===== config.mk =====
export PLATFORM = sky130hd
export DESIGN_NAME = upsample2x_stage
export DESIGN_NICKNAME = d
export VERILOG_FILES = /design/src/rtl/upsample2x_stage.sv
export SDC_FILE = /design/constraint.sdc
export NUM_CORES = 1
export LEC_CHECK = 0
export CORE_MARGIN = 4
export CORE_UTILIZATION = 35
export DETAILED_ROUTE_END_ITERATION = 16
export GPL_ROUTABILITY_DRIVEN = 0
export HOLD_SLACK_MARGIN = 0.02
export REMOVE_ABC_BUFFERS = 1
export SYNTH_ARGS = -nofsm -noshare
export SYNTH_HDL_FRONTEND = slang
export SYNTH_SLANG_ARGS = --single-unit
export TNS_END_PERCENT = 50

===== constraint.sdc =====
create_clock -name clk -period 3.9 [get_ports clk]
set_input_delay 0.78 -clock clk [delete_from_list [all_inputs] [get_ports clk]]
set_output_delay 0.78 -clock clk [all_outputs]
set_load 0.005 [all_outputs]

===== src/rtl/upsample2x_stage.sv =====
// Nearest-neighbour 2x upsampler: latches a flattened C x H x W map and writes one output element per clock.
// Define UPSAMPLE_CONCAT_EN to append the skip map as extra output channels after the upsampled ones.
module upsample2x_stage #(
  parameter int DATA_WIDTH = 16,
  parameter int D          = 2,
  parameter int H          = 2,
  parameter int W          = 2,
  parameter int SKIP_D     = 2
) (
  input  logic                                          clk,
  input  logic                                          reset,
  input  logic                                          start,
  input  logic [D*H*W*DATA_WIDTH-1:0]                   x,
`ifdef UPSAMPLE_CONCAT_EN
  input  logic [SKIP_D*4*H*W*DATA_WIDTH-1:0]            skip,
  output logic [(D+SKIP_D)*4*H*W*DATA_WIDTH-1:0]        out,
`else
  output logic [D*4*H*W*DATA_WIDTH-1:0]                 out,
`endif
  output logic                                          busy,
  output logic                                          done
);

`ifdef UPSAMPLE_CONCAT_EN
  localparam bit CONCAT = 1'b1;
`else
  localparam bit CONCAT = 1'b0;
`endif

  localparam int HO    = 2 * H;
  localparam int WO    = 2 * W;
  localparam int PLANE = HO * WO;
  localparam int CH_N  = D + (CONCAT ? SKIP_D : 0);
  localparam int OUT_N = CH_N * PLANE;
  localparam int CW    = $clog2(CH_N + 1);
  localparam int RW    = $clog2(HO + 1);
  localparam int KW    = $clog2(WO + 1);

  typedef enum logic [1:0] {S_IDLE, S_LOAD, S_RUN, S_DONE} state_t;

  state_t                         state_q, state_d;
  logic [CW-1:0]                  c_q, c_d;
  logic [RW-1:0]                  r_q, r_d;
  logic [KW-1:0]                  k_q, k_d;
  logic [D*H*W*DATA_WIDTH-1:0]    x_q, x_d;
  logic [OUT_N*DATA_WIDTH-1:0]    out_q, out_d;
  logic                           busy_q, busy_d;
  logic                           done_q, done_d;
`ifdef UPSAMPLE_CONCAT_EN
  logic [SKIP_D*PLANE*DATA_WIDTH-1:0] skip_q, skip_d;
`endif

  int                             o_idx;
  int                             x_idx;
  logic [DATA_WIDTH-1:0]          src;
  logic                           last_elem;

  // Source/destination addressing from the nested counters; the halving on r/k is the 2x replication.
  always_comb begin
    o_idx = (int'(c_q) * HO + int'(r_q)) * WO + int'(k_q);
    x_idx = (int'(c_q) * H + int'(r_q >> 1)) * W + int'(k_q >> 1);
    src   = '0;
`ifdef UPSAMPLE_CONCAT_EN
    if (int'(c_q) >= D)
      src = skip_q[(o_idx - D * PLANE) * DATA_WIDTH +: DATA_WIDTH];
    else
      src = x_q[x_idx * DATA_WIDTH +: DATA_WIDTH];
`else
    src = x_q[x_idx * DATA_WIDTH +: DATA_WIDTH];
`endif
    last_elem = (c_q == CW'(CH_N - 1)) && (r_q == RW'(HO - 1)) && (k_q == KW'(WO - 1));
  end

  always_comb begin
    state_d = state_q;
    c_d     = c_q;
    r_d     = r_q;
    k_d     = k_q;
    x_d     = x_q;
    out_d   = out_q;
    busy_d  = busy_q;
    done_d  = 1'b0;
`ifdef UPSAMPLE_CONCAT_EN
    skip_d  = skip_q;
`endif
    case (state_q)
      // A new job waits out the cycle in which done is presented, leaving one quiet IDLE cycle.
      S_IDLE: begin
        if (start && !done_q) begin
          x_d     = x;
`ifdef UPSAMPLE_CONCAT_EN
          skip_d  = skip;
`endif
          busy_d  = 1'b1;
          state_d = S_LOAD;
        end
      end
      S_LOAD: begin
        c_d     = '0;
        r_d     = '0;
        k_d     = '0;
        state_d = S_RUN;
      end
      S_RUN: begin
        out_d[o_idx * DATA_WIDTH +: DATA_WIDTH] = src;
        if (k_q == KW'(WO - 1)) begin
          k_d = '0;
          if (r_q == RW'(HO - 1)) begin
            r_d = '0;
            c_d = (c_q == CW'(CH_N - 1)) ? '0 : c_q + 1'b1;
          end else begin
            r_d = r_q + 1'b1;
          end
        end else begin
          k_d = k_q + 1'b1;
        end
        if (last_elem)
          state_d = S_DONE;
      end
      S_DONE: begin
        done_d  = 1'b1;
        busy_d  = 1'b0;
        state_d = S_IDLE;
      end
      default: state_d = S_IDLE;
    endcase
  end

  always_ff @(posedge clk) begin
    if (reset) begin
      state_q <= S_IDLE;
      c_q     <= '0;
      r_q     <= '0;
      k_q     <= '0;
      x_q     <= '0;
      out_q   <= '0;
      busy_q  <= 1'b0;
      done_q  <= 1'b0;
`ifdef UPSAMPLE_CONCAT_EN
      skip_q  <= '0;
`endif
    end else begin
      state_q <= state_d;
      c_q     <= c_d;
      r_q     <= r_d;
      k_q     <= k_d;
      x_q     <= x_d;
      out_q   <= out_d;
      busy_q  <= busy_d;
      done_q  <= done_d;
`ifdef UPSAMPLE_CONCAT_EN
      skip_q  <= skip_d;
`endif
    end
  end

  assign out  = out_q;
  assign busy = busy_q;
  assign done = done_q;

endmodule


==> impl_metrics.json <==
{
  "crit_family": "compound AO/OA/AOI/OAI gates",
  "switchingPower_mw": 4.43,
  "slew_viol_final": 0,
  "dr.first_iter.drc_count": 1353,
  "regToRegSetupSlack_ps": 280,
  "use_met3_pct": 5.52,
  "numPlacedInstances": 4265,
  "cts_buffers": 72,
  "postCtsHoldBufs": 0,
  "grt_antenna_before_repair": 6,
  "pwr-share-seq_pct": 43.4,
  "tightest_slew_ps": 1210,
  "crit_type": "register to register",
  "grt_first_pass_wirelength_mm": 142,
  "power_mw": 16.2,
  "period_needed_ps": 3620,
  "dp_hpwl_mm": 69.3,
  "avgSynthCellArea_um2": 10.1,
  "crit_chain": "buf_4, inv_1, ha_1, nand3_1, a211oi_2, o211ai_1, o21ai_0",
  "cts_buffer_depth": 3,
  "vias": 22100,
  "first_global_vias": 22400,
  "netlist_instances": 2709,
  "setup_tns_ps": 0,
  "status": "finished clean",
  "hold_path_class": "register to register",
  "cpPeakStageDelay_ps": 940,
  "skew_ps": 38.7,
  "dieHeight_um": 288,
  "yosys_register_bits": 652,
  "drive_above_1_share_pct": 9.00,
  "period_share_pct": 92.9,
  "postRouteAntennaNets": 0,
  "ys_warn_count": 0,
  "rows": 102,
  "synthDistinctLibCells": 65,
  "worstPathMaxFanout": 16,
  "drt-pass1-iter-count": 8,
  "ys_seq_area_share_pct": 47.6,
  "htree_levels": 3,
  "p_sw_share_pct": 27.3,
  "grt.busiest_layer": "met2",
  "route.detailed.drc": 0,
  "die_w_um": 288,
  "p_comb_share_pct": 13.7,
  "port_buffers": 644,
  "cts_tree": "yes",
  "rsz0062_at_grt": "false",
  "use_met2_pct": 38.0,
  "hold_viol": 0,
  "cp.buffers_inverters": 2,
  "synth-edff-count": 0,
  "max-vdd-ir-drop_v": 0.000287,
  "track_usage_pct": 22.5,
  "grt_max_degree": 224,
  "timing.hold.ws_ps": 453,
  "avgViaCountPerCell": 5.01,
  "timing.final.ws_setup_ps": 277,
  "cp-start-kind": "register",
  "setup_viol": 0,
  "fmax_mhz": 276,
  "clock-sinks": 652,
  "place_ws_ps": 113,
  "routedWlPerCell_um": 22.4,
  "syn_area_um2": 27400,
  "cts_root_buf": "clkbuf_16",
  "crit_path_top_delay_cell": "a211oi_2",
  "initial_core_util_pct": 35.3,
  "slew_headroom_pct": 19.0,
  "boundaryPins": 645,
  "intPower_mw": 11.8,
  "drv_cap": 0,
  "clkTransAtPathRegs_ps": 60,
  "syn_to_final_growth_pct": 37.3,
  "p_leak_nw": 15.0,
  "grt-ovfl-total": 0,
  "synth-main-ff-cell": "dfxtp_1",
  "routed_wl_mm": 98.4,
  "core_area_um2": 77600,
  "worstPathArrival_ps": 4140,
  "dieArea_um2": 82900,
  "crit_required_ps": 4420,
  "postLayoutCoreUtil_pct": 48.5,
  "pwr-share-clk_pct": 42.9,
  "layout.cells.non_filler": 4399,
  "layout.nets": 3446,
  "synthArstFlopShare_pct": 0,
  "fin_area_um2": 37600,
  "post_dp_cell_area_um2": 35200,
  "clk-insertion-delay-late_ps": 620,
  "powerDensity_nw_per_um2": 431,
  "grt_use_met1_pct": 27.4,
  "cp-end-kind": "register"
}
-- sequential cells by signal, indices dropped and copies added (netlist names) --
register,count
k_q,3
x_q,128
r_q,3
state_q,2
c_q,2
busy,1
out,512
done,1
-- cells in the final DEF, fill, tap and decap left out, types with 64 or more instances in the layout --
cell type          n
clkdlybuf4s50_1  643
o211ai_1          64
nand2_1          271
nand2b_1         486
buf_4             70
mux2i_1          513
dfxtp_1          651
nand3_1           76
a21oi_1          148
clkbuf_16         74
-- synth_stat cells (3+ instances only) --
cell type	n	share of area [%]
mux2_2	32	1.3
o211ai_1	64	1.8
o22ai_1	17	0.39
nand3_2	8	0.29
nor2_1	15	0.21
and3b_1	3	0.096
nor4_2	6	0.27
a221oi_1	8	0.26
inv_1	8	0.11
nor4_1	3	0.068
dfxtp_1	652	48
mux2i_1	513	19
nand3_1	76	1.4
buf_1	6	0.082
buf_6	11	0.45
a211oi_2	4	0.18
clkbuf_1	131	1.8
ha_1	15	0.68
nand4_4	6	0.47
nand3b_1	4	0.11
nand4_1	19	0.43
nor3b_1	4	0.11
a21oi_1	148	2.7
buf_2	32	0.58
buf_4	23	0.63
nand2_1	271	3.7
or3_1	6	0.14
nor3_1	5	0.091
o21ai_0	52	0.95
nand2b_1	487	11
a221oi_2	8	0.44
nor2b_1	22	0.50
xnor2_1	4	0.13
nand3_4	3	0.19
-- final cells by class --
| type | instances | area [µm²] |
|---|---|---|
| antenna | 2 | 5.00 |
| clock buffer | 115 | 2260 |
| clock inverter | 16 | 198 |
| fill | 7232 | 40000 |
| inverter | 9 | 33.8 |
| multi-input combinational | 1845 | 13700 |
| sequential | 652 | 13100 |
| tap | 1040 | 1300 |
| timing repair buffer | 720 | 7100 |
-- worst register-to-register path, stage by stage, from the launching register on --
cell	delay (ps)
dfxtp_1	480
buf_4	250
inv_1	90
ha_1	700
nand3_1	300
a211oi_2	940
o211ai_1	500
o21ai_0	290
-- metal layers --
layer / up-vias / routed length (µm)
met5: - / 51
met4: 8 / 4060
met3: 193 / 6540
met2: 683 / 47000
met1: 10700 / 40700
li1: 10500 / -
-- final timing paths --
check | cells past startpoint | to | from
setup / recovery | 7 | out[480] | k_q[0]
hold / removal | 2 | x_q[77] | x_q[77]
setup reg to reg | 7 | out[480] | k_q[0]
hold reg to reg | 2 | x_q[77] | x_q[77]
-- power by group through the flow --
| stage | logic, mW | registers [mW] | clock network, mW |
|---|---|---|---|
| floorplan | 1.15 | 7.15 | 0 |
| global placement | 2.20 | 7.17 | 0 |
| detailed placement | 2.23 | 7.19 | 0 |
| CTS | 2.24 | 7.04 | 7.11 |
| global route | 2.40 | 7.07 | 7.39 |
| finish | 2.22 | 7.04 | 6.96 |
-- what timing repair did --
item,4_1_cts,5_1_grt
setup endpoints to repair,0,78
buffers inserted,0,1
gates resized for setup,0,5
-- cells by family (layout without fill, tap and decap cells) --
| family | Yosys count | count (layout) | share of synthesized area, % |
|---|---|---|---|
| multiplexers | 550 | 550 | 20.4 |
| other | 0 | 2 | 0 |
| flip-flops | 652 | 652 | 47.6 |
| AO/OA/AOI/OAI | 311 | 311 | 7.06 |
| AND/OR/NAND/NOR | 959 | 959 | 20.1 |
| buffers and inverters | 212 | 860 | 3.67 |
| adder cells (fa/ha/maj) | 15 | 15 | 0.685 |
| XOR/XNOR | 10 | 10 | 0.552 |
Power figures use the tool's default switching activity.
